## src/rtl/ram_b_scan_reader.sv

```systemverilog
// Read-only sequential scanner for RAM_B: walks word addresses 0..LAST_ADDR,
// shows each word one byte at a time on the LEDs and XORs every word into Checksum.
module ram_b_scan_reader #(
   parameter int ADDR_W    = 6,
   parameter int LAST_ADDR = 63,
   parameter int RD_LAT    = 1,
   parameter int DWELL     = 25000000
) (
   input  logic              Clk,
   input  logic              Rst_n,
   input  logic              Start,
   input  logic              Hold,
   output logic [ADDR_W-1:0] Mem_Addr,
   output logic              Mem_Write,
   input  logic [31:0]       M_R_Data,
   output logic [7:0]        LED,
   output logic [1:0]        Byte_Sel,
   output logic              Busy,
   output logic              Done,
   output logic [31:0]       Checksum
);
   localparam int DW_W  = (DWELL > 1)  ? $clog2(DWELL)  : 1;
   localparam int LAT_W = (RD_LAT > 1) ? $clog2(RD_LAT) : 1;
   localparam logic [DW_W-1:0]   DWELL_END = DW_W'(DWELL - 1);
   localparam logic [LAT_W-1:0]  LAT_END   = LAT_W'(RD_LAT - 1);
   localparam logic [ADDR_W-1:0] ADDR_END  = ADDR_W'(LAST_ADDR);

   typedef enum logic [2:0] {
      S_IDLE,
      S_REQ,
      S_WAIT,
      S_SHOW,
      S_DONE
   } state_t;

   state_t            state_reg;
   logic [ADDR_W-1:0] addr_reg;
   logic [7:0]        led_reg;
   logic [1:0]        sel_reg;
   logic              busy_reg;
   logic              done_reg;
   logic [31:0]       sum_reg;
   logic [31:0]       word_reg;
   logic [DW_W-1:0]   dwell_reg;
   logic [LAT_W-1:0]  lat_reg;
   logic              start_d_reg;

   logic              launch;
   logic [1:0]        sel_next;
   logic [7:0]        word_bytes [4];

   assign launch   = Start & ~start_d_reg;
   assign sel_next = sel_reg + 2'd1;

   for (genvar gi = 0; gi < 4; gi++) begin : g_bytes
      assign word_bytes[gi] = word_reg[8*gi +: 8];
   end

   always_ff @(posedge Clk) begin
      if (!Rst_n) begin
         state_reg   <= S_IDLE;
         addr_reg    <= '0;
         led_reg     <= '0;
         sel_reg     <= '0;
         busy_reg    <= 1'b0;
         done_reg    <= 1'b0;
         sum_reg     <= '0;
         word_reg    <= '0;
         dwell_reg   <= '0;
         lat_reg     <= '0;
         start_d_reg <= 1'b0;
      end else begin
         start_d_reg <= Start;
         case (state_reg)
            // A launch from DONE behaves exactly like one from IDLE.
            S_IDLE, S_DONE: begin
               if (launch) begin
                  addr_reg  <= '0;
                  sum_reg   <= '0;
                  busy_reg  <= 1'b1;
                  done_reg  <= 1'b0;
                  state_reg <= S_REQ;
               end
            end
            S_REQ: begin
               lat_reg   <= '0;
               state_reg <= S_WAIT;
            end
            S_WAIT: begin
               if (lat_reg == LAT_END) begin
                  word_reg  <= M_R_Data;
                  sum_reg   <= sum_reg ^ M_R_Data;
                  sel_reg   <= 2'd0;
                  led_reg   <= M_R_Data[7:0];
                  dwell_reg <= '0;
                  state_reg <= S_SHOW;
               end else begin
                  lat_reg <= lat_reg + LAT_W'(1);
               end
            end
            S_SHOW: begin
               if (!Hold) begin
                  if (dwell_reg == DWELL_END) begin
                     dwell_reg <= '0;
                     if (sel_reg != 2'd3) begin
                        sel_reg <= sel_next;
                        led_reg <= word_bytes[sel_next];
                     end else if (addr_reg != ADDR_END) begin
                        addr_reg  <= addr_reg + ADDR_W'(1);
                        state_reg <= S_REQ;
                     end else begin
                        busy_reg  <= 1'b0;
                        done_reg  <= 1'b1;
                        state_reg <= S_DONE;
                     end
                  end else begin
                     dwell_reg <= dwell_reg + DW_W'(1);
                  end
               end
            end
            default: state_reg <= S_IDLE;
         endcase
      end
   end

   assign Mem_Addr  = addr_reg;
   assign Mem_Write = 1'b0;
   assign LED       = led_reg;
   assign Byte_Sel  = sel_reg;
   assign Busy      = busy_reg;
   assign Done      = done_reg;
   assign Checksum  = sum_reg;

endmodule
```

## config.mk

```make
export PLATFORM = sky130hd
export DESIGN_NAME = ram_b_scan_reader
export DESIGN_NICKNAME = d
export VERILOG_FILES = /design/src/rtl/ram_b_scan_reader.sv
export SDC_FILE = /design/constraint.sdc
export NUM_CORES = 1
export LEC_CHECK = 0
export ABC_AREA = 1
export CAP_MARGIN = 30
export CORE_ASPECT_RATIO = 0.7
export CORE_UTILIZATION = 49
export CTS_CLUSTER_DIAMETER = 200
export CTS_CLUSTER_SIZE = 20
export DETAILED_ROUTE_END_ITERATION = 7
export PLACE_DENSITY = 0.77
export REMOVE_ABC_BUFFERS = 1
export SLEW_MARGIN = 10
export SYNTH_ARGS = -nofsm -noshare
export SYNTH_HDL_FRONTEND = slang
export SYNTH_SLANG_ARGS = --single-unit
```

## constraint.sdc

```tcl
create_clock -name Clk -period 1.4 [get_ports Clk]
set_input_delay 0.42 -clock Clk [delete_from_list [all_inputs] [get_ports Clk]]
set_output_delay 0.42 -clock Clk [all_outputs]
set_load 0.01 [all_outputs]
```

* After elaboration in Yosys (flattened, before gate mapping)
Cells that the tools add are included.
** Storage, ports and cells
- Input port bits :: 36
- Logic and storage cells :: 96
- Register bits :: 112
** Operators by class
- Equal/unequal tests :: 15
- $add $sub $neg :: 4
- Bitwise logic cells :: 5
- Multiplexer cells :: 47
- Order comparisons :: 1
- Reductions and logical operators :: 13
** Operators by type and width (count)
- $mux 25 :: 3
- $mux 32 :: 2
- $pmux 32 s2 :: 1
- $pmux 25 s2 :: 1
- $mux 8 :: 6
- $xor 32x32->32 :: 1
- $mux 6 :: 5
- $add 25x1->25 const B :: 1
- $eq 25x25->1 const B :: 1
- $mux 3 :: 6
- $ne 2x2->1 const B :: 9
- $bmux 8 s2 :: 1
- $pmux 8 s2 :: 1
- $pmux 3 s4 :: 1
- $pmux 6 s2 :: 1
- $reduce_and 6->1 :: 2
- $mux 1 :: 11
- $reduce_and 5->1 :: 2
- $mux 2 :: 4
- $reduce_bool 2->1 :: 4
- $add 6x1->6 const B :: 1
- $eq 3x2->1 const B :: 2
- $ne 6x6->1 const B :: 1
- $pmux 1 s2 :: 3
- 13 further kinds :: 15

* Depth between registers and ports, before layout
- Word-level depth :: 9
- Mapped depth :: 11
- Gate-level depth less buffers :: 11

* Least setup slack after synthesis
OpenSTA, ideal clock, no wires.
- Path kind :: register to register
- Start point :: register dwell_reg[0]
- End point :: register sel_reg[1], in the netlist Byte_Sel[1]
- Slack :: -149 ps
- Library setup time :: 132 ps
- Cell stages (with the launch flop) :: 12
- Data required time :: 1268 ps
- Data arrival time :: 1417 ps
- Period minus slack after synthesis :: 1549 ps
- Cell sequence :: dfxtp_1 ha_1 inv_1 nor2_8 nand2_2 nor2_2 nand2_2 nand2_4 buf_12 nand3_2 nand2_1 a21oi_1
** Between the ends
- Longest elaborated chain between the ends :: 3
** Ends and longest elaborated chain
- start: declaration :: line 44 : logic [DW_W-1:0] dwell_reg;
- start signal: assignment :: line 117 : dwell_reg <= dwell_reg + DW_W'(1);
- $eq 25x25->1 :: line 103 : if (dwell_reg == DWELL_END) begin
- $ne 2x2->1 (no source line)
- $reduce_and 5->1 (no source line)
- end signal: assignment :: line 106 : sel_reg <= sel_next;
- end: declaration :: line 39 : logic [1:0] sel_reg;
Every way passes these cells.
A chain may end at the register's enable or synchronous reset.

* Final worst setup path
- Start point :: register dwell_reg[0]
- End point :: register dwell_reg[12]
** Between the ends
- Longest elaborated chain between the ends :: 4
- Elaborated cells on any way between the ends :: 5
- Classes of those cells :: add/sub: 1; eq/ne: 1; mux: 3
** Ends and longest elaborated chain
- $add 25x1->25 / $eq 25x25->1 (equally long branches) :: line 117, 103
- $mux 25 * :: line 103
- $mux 25 * :: line 102 : if (!Hold) begin
- $pmux 25 s2 * :: line 74 : case (state_reg)
Every way passes the cells marked *; elsewhere a longest branch is shown, timed or not. The select of a mux whose other input is x is not followed.

==> run summary <==
Status: finished with violations
Failing checks: negative setup slack
Area occupied by multi-input gates: 2920 um2
Avg WL per Cell: 14.6 um
Asr flop ratio synth: 0
I/O Pins: 87
Critical R2R Launch: dwell_reg[0]
Initial antenna violation count: 0
Final Setup Violations: 82
Final Hold Fails: 0
Core Rows: 31
DRC viols: 0
Clock-pin slew on the worst setup and hold paths: 70 ps
Commonest non-fill, non-tap cell in the layout: nand2_1
Worst vdd ir: 914 uV
DRT iter0 DRCs: 411
Register area: 2280 um2
TritonCTS Buffers: 9
Final Util: 0.749
Total chip power: 10.5 mW
Syn Inst Count: 804
Avg Cell Area, Syn: 6.72 um2
Synthesis-to-layout area growth: 46.3%
Final worst slack: -218 ps
DIE WIDTH: 128 um
Post-synthesis sequential area ratio: 0.411
Die ar.: 11500 um2
DP Wirelength: 9680 um
Most frequent cells in the layout: nand2_1 (200), inv_1 (100), buf_4 (91)
Nets: 1019
Minimum clock period: 1620 ps
Hold Crit Endpoint: start_d_reg
# fillers: 782
Reg2reg setup slack: -220 ps
Sw Ratio: 0.350
Fin crit share: 1.16
Max cap viols: 0
Clock network fraction of design power: 0.249
Crit. End Element: flop
Worst-skew pair later-pin latency: 350 ps
Mapped cell area: 5410 um2
Cts hold-fix bufs: 0
Fmax: 618 MHz
Part of the power in registers: 0.377
Slew Limit Fails: 0
Sw Pwr: 3.66 mW
Worst Reg-to-Reg Cells: 11
Starting density of the core: 0.512
H-tree depth: 3
Drt first pass iters: 5
Vias: 5879
Global-route wire length before repair: 22900 um
Share of layout cells above drive strength 1: 0.337
FF+latch count, synth: 111
Predominant post-synthesis flop cell: dfxtp_1
TritonCTS clock tree: built
Placer Congestion: 0.883
Cell variety after synth: 37
Leakage power: 3.61 nW
CTS root buf: clkbuf_16
Core Region: 10600 um2
Critical Path Fanout Max: 12
Clock skew: 5.43 ps
Number of vias per cell: 5.19
Reg-to-reg critical path endpoint: dwell_reg[12]
Int Pwr: 6.81 mW
PortBufs: 85
Unrepaired setup endpoints after global routing: true
Post-route ant nets: 0
GRT Overall Usage: 0.248
Pre-CTS setup slack: -616 ps
N_diodes: 0
Vias in the first global route: 5034
Hold crit path type: in -> reg
Detailed-route wire length: 16500 um
Largest net degree at the start of global routing: 32
Power Dens Cells: 1320 nW/um2
Hold Startpoint: Start
Critical path required time: 1650 ps
Sink Count: 111
Post-synth EDFFs: 0
Hold Path Stages: 3
Worst setup SP type: flop
Clock Tree Buf Depth: 2
Die height: 89.9 um
Gate power share: 0.373
Crit path arrival time: 1860 ps
Sum of negative setup slack: -10380 ps
GRT Residual Overflow: 0
WS Path Type: reg -> reg
Warnings, synthesis: 0
==> critical path, stage by stage (launching register included) <==
cell	delay [ps]
dfxtp_2	350
ha_4	160
inv_4	50
nor2_8	100
nand2_2	70
nor2_2	100
nand2_2	80
nand2_4	100
nand2_1	130
nand2_4	140
clkbuf_16	180
nor3_1	60
==> kinds of logic after synthesis <==
logic type | synth area share
flip-flops | 0.411
XOR/XNOR | 0.0211
AND/OR/NAND/NOR | 0.351
other | 0.000694
buffers and inverters | 0.116
AO/OA/AOI/OAI | 0.0935
adder cells (fa/ha/maj) | 0.00695
==> cells in the mapped netlist, types with 3 or more instances <==
master / n / share of area
nor3_1: 11 / 0.010
inv_2: 4 / 0.0028
clkbuf_1: 9 / 0.0062
o21ai_0: 5 / 0.0046
nor3b_1: 3 / 0.0042
nand2_1: 246 / 0.17
xor2_1: 10 / 0.016
buf_1: 3 / 0.0021
buf_2: 13 / 0.012
nand2_2: 8 / 0.0093
inv_1: 108 / 0.075
ha_1: 3 / 0.0069
xnor2_1: 3 / 0.0049
buf_4: 4 / 0.0056
a21oi_1: 86 / 0.080
nand4_1: 18 / 0.021
nor2_2: 4 / 0.0046
nor2_1: 84 / 0.058
dfxtp_1: 111 / 0.41
nand3_1: 44 / 0.041
==> metrics by stage <==
| stage | area, um2 | instances | hold WS, ps |
|---|---|---|---|
| CTS | 7350 | 1111 | 447 |
| floorplan | 5200 | 771 | 445 |
| detailed placement | 6980 | 1094 | 442 |
| global placement | 6980 | 1094 | 436 |
| finish | 7910 | 1132 | 326 |
| global route | 7910 | 1132 | 358 |
==> metal layers <==
| layer | global-route usage | share of wire | up-vias |
|---|---|---|---|
| met4 | 0.0605 | 0.022 | 0 |
| met1 | 0.347 | 0.44 | 2728 |
| met5 | 0 | 0 | - |
| met2 | 0.390 | 0.46 | 244 |
| li1 | - | - | 2866 |
| met3 | 0.0494 | 0.076 | 41 |
==> worst max-delay path by stage <==
| stage | start | end | cells past startpoint |
|---|---|---|---|
| 5_1_grt | dwell_reg[8] | dwell_reg[20] | 9 |
| 6_report | dwell_reg[0] | dwell_reg[12] | 11 |
| 2_1_floorplan | state_reg[2] | dwell_reg[19] | 6 |
| 3_3_place_gp | Start | Mem_Addr[0] | 8 |
| 3_5_place_dp | Start | Mem_Addr[1] | 8 |
| 4_1_cts | dwell_reg[1] | Mem_Addr[0] | 12 |
==> power by group through the flow <==
| stage | Sequential (mW) | Clock, mW | Combinational (mW) |
|---|---|---|---|
| 6_report | 3.95 | 2.61 | 3.91 |
| 5_1_grt | 3.99 | 2.74 | 4.24 |
| 4_1_cts | 3.84 | 2.63 | 3.03 |
| 3_5_place_dp | 3.88 | 0 | 3.03 |
| 3_3_place_gp | 3.88 | 0 | 2.97 |
| 2_1_floorplan | 3.95 | 0 | 1.47 |
==> layout make-up <==
type / instances / share of cell area
multi-input combinational: 547 / 0.369
sequential: 111 / 0.288
timing repair buffer: 198 / 0.228
inverter: 113 / 0.0540
clock buffer: 9 / 0.0285
tap: 148 / 0.0234
clock inverter: 6 / 0.00902
==> what timing repair did <==
item / 4_1_cts / 5_1_grt
endpoints found under the setup margin: 124 / 123
setup buffers: 2 / 13
resized for setup: 133 / 189
pin swaps: 15 / 16
cloned: 0 / 8
Note: power is estimated with default switching activity, not from simulation.
